$ cat src/rtl/hazard_scoreboard.sv
// Purpose : per-register latency scoreboard and branch interlock driving PC/IF/ID enables and ID/EX bubble insert.
// Latency : all outputs are combinational from the ID/EX/wait inputs and registered state; state updates on the next edge.
// Backpr. : any wait_in bit freezes every count, the FSM and the flush counter; raw/waw hazards hold PC and IF/ID and bubble ID/EX.
//
// Ports:
//   clk, rst_n                      clock, asynchronous active-low reset
//   id_valid, id_rs, id_rs_used     ID instruction and its source registers (port i at id_rs[5i+4:5i])
//   id_write_reg, id_rd, id_latency destination register and cycles until its result is bypassable
//   id_is_branch                    ID instruction is a branch/jump
//   ex_branch_resolve/_taken        branch outcome from EX
//   wait_in                         freeze requests (imem, dmem, div)
//   pipe_enable, pc_write_enable,
//   ifid_write_enable, id_issue,
//   flush                           pipeline control
//   pending                         bit r set while register r has an outstanding result
module hazard_scoreboard #(
    parameter int NUM_SRC       = 2,
    parameter int NUM_WAIT      = 3,
    parameter int MAX_LAT       = 34,
    parameter int BRANCH_POLICY = 0,
    parameter int FLUSH_CYCLES  = 1,
    parameter int LAT_W         = $clog2(MAX_LAT + 1)
) (
    input  logic                 clk,
    input  logic                 rst_n,
    input  logic                 id_valid,
    input  logic [NUM_SRC*5-1:0] id_rs,
    input  logic [NUM_SRC-1:0]   id_rs_used,
    input  logic                 id_write_reg,
    input  logic [4:0]           id_rd,
    input  logic [LAT_W-1:0]     id_latency,
    input  logic                 id_is_branch,
    input  logic                 ex_branch_resolve,
    input  logic                 ex_branch_taken,
    input  logic [NUM_WAIT-1:0]  wait_in,
    output logic                 pipe_enable,
    output logic                 pc_write_enable,
    output logic                 ifid_write_enable,
    output logic                 id_issue,
    output logic                 flush,
    output logic [31:0]          pending
);

    localparam int FC_W = (FLUSH_CYCLES > 1) ? $clog2(FLUSH_CYCLES) : 1;
    localparam logic [FC_W-1:0] FC_LAST = FC_W'(FLUSH_CYCLES - 1);

    typedef enum logic [1:0] {
        ST_RUN     = 2'd0,
        ST_BR_WAIT = 2'd1,
        ST_FLUSH   = 2'd2
    } state_t;

    state_t          state, state_nxt;
    logic [FC_W-1:0] fcnt, fcnt_nxt;
    // cnt[0] is only ever written by reset, so it stays constant zero.
    logic [LAT_W-1:0] cnt [32];

    logic raw_stall;
    logic waw_stall;
    logic hazard;
    logic en;
    logic take;

    // Enable is forced low during reset so nothing downstream moves.
    assign en          = rst_n && !(|wait_in);
    assign pipe_enable = en;
    // A taken resolve is only acted on in an enabled cycle.
    assign take        = en && ex_branch_resolve && ex_branch_taken;

    always_comb begin
        raw_stall = 1'b0;
        for (int i = 0; i < NUM_SRC; i++) begin
            if (id_rs_used[i] && (cnt[id_rs[5*i +: 5]] != '0)) begin
                raw_stall = 1'b1;
            end
        end
        raw_stall = raw_stall && id_valid;
    end

    // A younger writer with a shorter latency must not complete before the older one.
    assign waw_stall = id_valid && id_write_reg && (id_rd != 5'd0) && (cnt[id_rd] > id_latency);
    assign hazard    = raw_stall || waw_stall;

    assign id_issue = en && id_valid && !hazard && (state == ST_RUN)
                      && !(ex_branch_resolve && ex_branch_taken);

    always_comb begin
        state_nxt         = state;
        fcnt_nxt          = fcnt;
        pc_write_enable   = en;
        ifid_write_enable = en;
        flush             = 1'b0;
        if (take) begin
            // Redirect: PC takes the target, IF/ID is cleared, ID/EX gets a bubble.
            state_nxt         = ST_FLUSH;
            fcnt_nxt          = '0;
            pc_write_enable   = 1'b1;
            ifid_write_enable = 1'b1;
            flush             = 1'b1;
        end else begin
            case (state)
                ST_RUN: begin
                    if (hazard) begin
                        pc_write_enable   = 1'b0;
                        ifid_write_enable = 1'b0;
                        flush             = 1'b1;
                    end
                    if (id_issue && id_is_branch && (BRANCH_POLICY == 0)) begin
                        state_nxt = ST_BR_WAIT;
                    end
                end
                ST_BR_WAIT: begin
                    pc_write_enable   = 1'b0;
                    ifid_write_enable = 1'b0;
                    flush             = 1'b1;
                    // Taken is handled above, so any resolve here is not-taken.
                    if (en && ex_branch_resolve) begin
                        state_nxt = ST_RUN;
                    end
                end
                ST_FLUSH: begin
                    flush = 1'b1;
                    if (en) begin
                        if (fcnt == FC_LAST) begin
                            state_nxt = ST_RUN;
                            fcnt_nxt  = '0;
                        end else begin
                            fcnt_nxt = fcnt + FC_W'(1);
                        end
                    end
                end
                default: begin
                    state_nxt = ST_RUN;
                    fcnt_nxt  = '0;
                end
            endcase
        end
        if (!rst_n) begin
            pc_write_enable   = 1'b0;
            ifid_write_enable = 1'b0;
            flush             = 1'b1;
        end
    end

    always_ff @(posedge clk or negedge rst_n) begin
        if (!rst_n) begin
            state <= ST_RUN;
            fcnt  <= '0;
        end else begin
            state <= state_nxt;
            fcnt  <= fcnt_nxt;
        end
    end

    always_ff @(posedge clk or negedge rst_n) begin
        if (!rst_n) begin
            for (int r = 0; r < 32; r++) begin
                cnt[r] <= '0;
            end
        end else if (en) begin
            for (int r = 1; r < 32; r++) begin
                // A fresh issue to the same register overrides its countdown.
                if (id_issue && id_write_reg && (id_rd == 5'(r))) begin
                    cnt[r] <= id_latency;
                end else if (cnt[r] != '0) begin
                    cnt[r] <= cnt[r] - 1'b1;
                end
            end
        end
    end

    always_comb begin
        pending = '0;
        for (int r = 1; r < 32; r++) begin
            pending[r] = (cnt[r] != '0);
        end
    end

endmodule
$ cat config.mk
export PLATFORM = sky130hd
export DESIGN_NAME = hazard_scoreboard
export DESIGN_NICKNAME = d
export VERILOG_FILES = /design/src/rtl/hazard_scoreboard.sv
export SDC_FILE = /design/constraint.sdc
export NUM_CORES = 1
export LEC_CHECK = 0
export CORE_MARGIN = 1.5
export CORE_UTILIZATION = 30
export DETAILED_ROUTE_END_ITERATION = 6
export GPL_ROUTABILITY_DRIVEN = 1
export PLACE_DENSITY_LB_ADDON = 0.05
export SETUP_SLACK_MARGIN = 0.5
export SLEW_MARGIN = 20
export SYNTH_ARGS = -nofsm -noshare
export SYNTH_HDL_FRONTEND = slang
export SYNTH_SLANG_ARGS = --single-unit
$ cat constraint.sdc
create_clock -name clk -period 13.9 [get_ports clk]
set_input_delay 1.39 -clock clk [delete_from_list [all_inputs] [get_ports clk]]
set_output_delay 1.39 -clock clk [all_outputs]
set_load 0.05 [all_outputs]
# == Yosys cells after proc, flatten, opt, wreduce, memory -nomap -nowiden ==
# Index checks and enable logic that the tools add are counted.
# word_totals
register_bits,189
latchBits,0
mem_bits_rw,0
romBits,0
inputBits,33
word_cells,354
memories,0
# op_classes
addsub,32
multipliers,0
div_mod_pow,0
n_lt_le_gt_ge,4
eq_ne,38
shifts,0
muxes,91
bitwise_logic,3
reduce_logical,153
# ops
op,n
6-bit two-way mux,68
6-bit nonzero test,33
6-bit by 1-bit subtractor with 6-bit output (second input constant),31
6-bit binary-select mux with 5-bit select,3
5-bit == test (second input constant),16
2-bit AND reduction,32
2-bit nonzero test,31
1-bit logical AND,47
5-bit by 4-bit == test with 1-bit output (second input constant),8
5-bit by 3-bit == test with 1-bit output (second input constant),4
6-bit >= comparator (second input constant),3
5-bit NOT with 6-bit output,3
1-bit two-way mux,11
5-bit by 2-bit == test with 1-bit output (second input constant),2
2-bit two-way mux,5
3-bit inequality test (second input constant),3
6-bit > comparator,1
1-bit case mux with 2 select lines,3
2-bit case mux with 3 select lines,1
5-bit by 1-bit == test with 1-bit output (second input constant),1
5-bit nonzero test,1
4-bit AND reduction,1
2-bit OR reduction,2
1-bit zero test,3
other kinds (8),8

# == Depth between registers and ports, before layout ==
# depth
depth_word,18
depth_mapped,21
depth_no_buf,15

# == Least setup slack after synthesis ==
# No wires, ideal clock.
# synth_timing
path_kind,input -> output
startpoint,in id_rd[0]
endpoint,out pc_write_enable
t_arrival_ns,6.786
t_required_ns,12.510
path_slack_ns,5.724
path_stages,14
n_path_buf,3
cell_sequence,clkbuf_1 buf_1 mux4_2 mux4_2 mux2_2 ha_1 a21o_1 a21o_1 a221oi_1 nor3_1 nor4_1 o211ai_1 a21boi_0 buf_4
# synth_via
elab_chain_cells,11
elab_cells_between_ends,13
cone_classes,order compare: 1; mux: 7; bitwise: 1; reduce/logical: 4
# synth_lines
item,line,text
start: declaration,30,"input logic [4:0] id_rd,"
5-bit NOT with 6-bit output (implied by the code),81,assign waw_stall = id_valid && id_write_reg && (id_rd != 5'd0) && (cnt[id_rd] > id_latency);
6-bit binary-select mux with 5-bit select,81,
6-bit two-way mux (implied by the code) (2 in series),81,
6-bit > comparator,81,
1-bit logical AND (*),81,
1-bit logical OR (*),82,assign hazard = raw_stall || waw_stall;
1-bit two-way mux (*),n/a,
1-bit case mux with 2 select lines (*),n/a,
1-bit two-way mux (*) (2 in series),n/a,
end: declaration,37,"output logic pc_write_enable,"
# Mark *: on every way between the ends. The rest lies on a longest branch, timed or not. The select of a mux whose other input is x is not followed.

# == Worst setup path in the final report ==
# layout_timing
startpoint,in id_rd[0]
endpoint,out pc_write_enable
# layout_via
elab_chain_cells,11
elab_cells_between_ends,13
cone_classes,order compare: 1; mux: 7; bitwise: 1; reduce/logical: 4
# layout_lines
item,line,text
5-bit NOT with 6-bit output (implied by the code),81,
6-bit binary-select mux with 5-bit select,81,
6-bit two-way mux (implied by the code) (2 in series),81,
6-bit > comparator,81,
1-bit logical AND (*),81,
1-bit logical OR (*),82,
1-bit two-way mux (*),103,if (hazard) begin
1-bit case mux with 2 select lines (*),101,case (state)
1-bit two-way mux (*),93,if (take) begin
1-bit two-way mux (*),138,if (!rst_n) begin
# Marks and branches as above.

==> impl_results.md <==
- Result of the run: complete, but fails checks
- Failing checks: design-rule violations
- Worst max-slew margin expressed relative to the limit: 0.264
- Synth warnings: 6
- Areal power density over the cells: approximately 100 mW/mm²
- Initial cell density of the core: 0.304
- TritonCTS Buffers: 17
- Placeable core area: between 0.05 and 0.06 mm²
- Vias/cell: 6.18
- Post-synth EDFFs: 0
- Syn_area_per_cell: roughly 8.8 µm²
- R2r setup slk: between 8 and 9 ns
- Ranking of synthesized cells by area: sky130_fd_sc_hd__dfrtp_1 (29%), sky130_fd_sc_hd__mux4_2 (8.8%), sky130_fd_sc_hd__a221o_1 (6.0%)
- Unrepaired setup endpoints after global routing: false
- Count of endpoints failing hold in the final timing report: 0
- Required time at the worst-slack endpoint: 12.51 ns
- Synth Instances: 1829
- CP Capture Type: output port
- Largest fanout on the critical path: 55
- Width of the die: 234 µm
- Source of the worst hold timing path: state[0]
- Final HPWL DP: roughly 47 mm
- Share of Yosys cell area claimed by the top area cell type: 0.293
- Dominant register cell in the synthesized netlist: sky130_fd_sc_hd__dfrtp_1
- Post-route DRC violation count: 10
- Number of buffers added for setup after CTS: 0
- Final global-route overflow total: 0
- Number of vias after detailed routing: 15500
- Peak supply drop: 0.104 mV
- Post-synthesis cell area: between 0.015 and 0.02 mm²
- Clock root buffer: sky130_fd_sc_hd__clkbuf_16
- Most instantiated library cell after synthesis: sky130_fd_sc_hd__dfrtp_1
- FFs w/ async S/R, synth: 1.00
- Post-route setup TNS: 0 ns
- Count of instances resized after the clock tree is built: 0
- Iteration count of the initial detailed-routing pass: 7
- Clock transition time at the flip-flop clock pins of the worst setup and hold paths: 0.08 ns
- End point of the worst hold path: state[0]
- CP max stage delay: 0.87 ns
- Worst Setup Slack, final: around 5.4 ns
- Number of endpoints failing setup at the final stage: 0
- Tightest Pin Transition: 1.10 ns
- Flops & latches, synth: 188
- Fraction of layout cells with a size suffix above 1: 0.104
- Startpoint class of the critical path: input port
- Clock latency of the later-clocked register in the worst-skew pair: 0.51 ns
- Per-cell routed wire length: 26.3 µm
- Hold/Removal Path Class: reg -> reg
- Unique cell type count in the Yosys netlist: 79
- Initial antenna violation count: 1
- H-tree levels: 4
- Num Clock Sinks: around 190
- Critical path's slowest cell: sky130_fd_sc_hd__clkdlybuf4s50_1
- Ports placed on the boundary: 70
- Count of pins over their slew limit: 0
- Gate family responsible for the most delay along the worst path: compound AO/OA/AOI/OAI gates
- Period utilisation layout: 0.608
- Largest net degree at the start of global routing: 70
- Max cap viols: 0
- Cell accounting for the most synthesized area: sky130_fd_sc_hd__dfrtp_1
- Static leakage power: 5.81 nW
- Top cells by instance count after synthesis: sky130_fd_sc_hd__dfrtp_1 (188), sky130_fd_sc_hd__nand2_1 (164), sky130_fd_sc_hd__inv_1 (132)
- IO Port Bufs: 68
- Clock skew after layout: 0.0173 ns
- Critical path's most frequent cell: sky130_fd_sc_hd__a21o_1
- Syn Nets: approximately 1900
- P&R area growth vs syn: 10.0%
- Worst Path Class, Setup: in -> out
- TritonCTS clock tree: built
- Number of DRC violations after detailed-routing iteration 0: 1673
- Buffering stage count on the worst path with inverters included: 2
- Timing-limited maximum frequency: between 0.1 and 0.15 GHz
- Wire length after detailed routing: approximately 66 mm
- Via count of the first global-routing pass: 14100
- R2R depth: 14
- Antenna Nets Post-Route: 0
- Vertical die dimension: 234 µm
- Number of stages on the worst hold path: 1
- Final min period: 8.45 ns
- Cells traversed along the worst timing path: buf_4 -> nor2b_1 -> a22o_1 -> mux4_2 -> mux2_2 -> ha_1 -> a21o_1 -> a21o_1 -> a221oi_1 -> nor3_1 -> nor4_1 -> o211ai_1 -> a21boi_0 -> clkdlybuf4s50_1
- DIE AREA: 0.0549 mm²
- Net count of the finished layout: ~1900
- Reg-to-Reg Start: cnt[75]
- Placement Setup Slack: roughly 5.5 ns
- Placer Congestion: 0.903
- Worst path arrival time: 7.06 ns
- Global routing usage summed across all routing layers: 0.241
- Worst reg2reg path endpoint: cnt[135]
- Largest buffer count on any clock path: 2
- Proportion of synthesized chip area in sequential cells: 0.293
- Hold-fix buffer count after cts: 0
- Core Rows: 84
- Wire length of the first global-routing pass: around 97 mm
-- cells by family after synthesis --
family	count (synthesis)	share of synthesized area
AOI/OAI and AO/OA	476	0.220
other	1	0.000234
buffers and inverters	276	0.0787
and+or+nand+nor	761	0.271
muxes	86	0.105
adders and majority gates	41	0.0320
DFF	188	0.293
-- worst max path at each step --
| stage | startpoint | endpoint | slack, ns | cells after the start |
|---|---|---|---|---|
| finish | id_rd[0] | pc_write_enable | 5.45 | 14 |
| detailed placement | id_rd[0] | pc_write_enable | 5.47 | 14 |
| global route | id_rd[0] | pc_write_enable | 4.98 | 14 |
| CTS | id_rd[0] | pc_write_enable | 5.45 | 14 |
| global placement | id_rd[0] | pc_write_enable | 5.65 | 13 |
| floorplan | id_rd[0] | pc_write_enable | 5.72 | 14 |
-- state kept, by name, summed over array words and instances, names as in the netlist --
name   count
state      2
cnt      186
-- worst reg2reg max path: stages (launching register included) --
cell and delay (ns):
sky130_fd_sc_hd__dfrtp_1 0.51, sky130_fd_sc_hd__mux4_2 0.53, sky130_fd_sc_hd__mux4_2 0.51, sky130_fd_sc_hd__mux2_2 0.29, sky130_fd_sc_hd__ha_1 0.29, sky130_fd_sc_hd__a21o_1 0.18
sky130_fd_sc_hd__a21o_1 0.18, sky130_fd_sc_hd__a221oi_1 0.31, sky130_fd_sc_hd__nor3_1 0.15, sky130_fd_sc_hd__nor4_1 0.69, sky130_fd_sc_hd__nor2_4 0.29, sky130_fd_sc_hd__buf_4 0.34
sky130_fd_sc_hd__nor4_4 0.79, sky130_fd_sc_hd__o21ai_0 0.21, sky130_fd_sc_hd__a211o_1 0.29
-- metrics by stage --
step	total power, mW	cell area, µm²	std cells	utilization	hold WS, ns
6_report	1.81	17700	2504	0.335	0.575
5_1_grt	1.92	17700	2502	0.335	0.616
4_1_cts	1.83	17700	2502	0.335	0.579
3_5_place_dp	1.30	17100	2470	0.324	0.560
3_3_place_gp	1.29	17100	2470	0.324	0.548
2_1_floorplan	1.09	16100	1829	-	0.493
-- cells in the final DEF, fill, tap and decap left out, types with 20 or more instances in the layout --
cell type	netlist	layout
sky130_fd_sc_hd__nand4b_1	31	31
sky130_fd_sc_hd__a21oi_1	131	131
sky130_fd_sc_hd__nand2b_1	36	36
sky130_fd_sc_hd__or3_1	21	21
sky130_fd_sc_hd__or4_1	65	65
sky130_fd_sc_hd__nor2_1	116	112
sky130_fd_sc_hd__a22oi_1	32	32
sky130_fd_sc_hd__o21ai_0	50	50
sky130_fd_sc_hd__buf_4	12	28
sky130_fd_sc_hd__o211ai_1	27	27
sky130_fd_sc_hd__nor4_4	20	20
sky130_fd_sc_hd__nand2_1	164	164
sky130_fd_sc_hd__nor3_1	83	82
sky130_fd_sc_hd__clkdlybuf4s50_1	0	64
sky130_fd_sc_hd__mux4_2	63	63
sky130_fd_sc_hd__a221o_1	97	97
sky130_fd_sc_hd__ha_1	41	41
sky130_fd_sc_hd__dfrtp_1	188	188
sky130_fd_sc_hd__inv_1	132	132
sky130_fd_sc_hd__o311ai_0	23	23
sky130_fd_sc_hd__nor4_1	37	37
sky130_fd_sc_hd__nand3_1	91	91
-- routing by layer --
layer  up-vias  global-route usage  routed length, µm
met2       513               0.364              29100
li1       7029                   -                  -
met4         0              0.0860               1910
met3        98              0.0379               3940
met1      7837               0.346              30900
met5         -                   0                  0
-- area by class of cell --
class,instances,area (µm²)
diodes,2,5.00
clock buffers,20,457
clock inverters,12,114
fillers,5432,35100
inverters,134,505
multi-input cells,1365,10100
flip-flops and latches,188,4700
well taps,688,861
repair buffers,95,875
-- report_power, final --
group          leakage, nW  switching (mW)  internal [mW]
clock network        0.269           0.262          0.258
registers             1.88           0.182          0.620
logic                 3.65           0.263          0.230
total                 5.81           0.707           1.11
No activity file was read; power rests on OpenSTA's default activity.
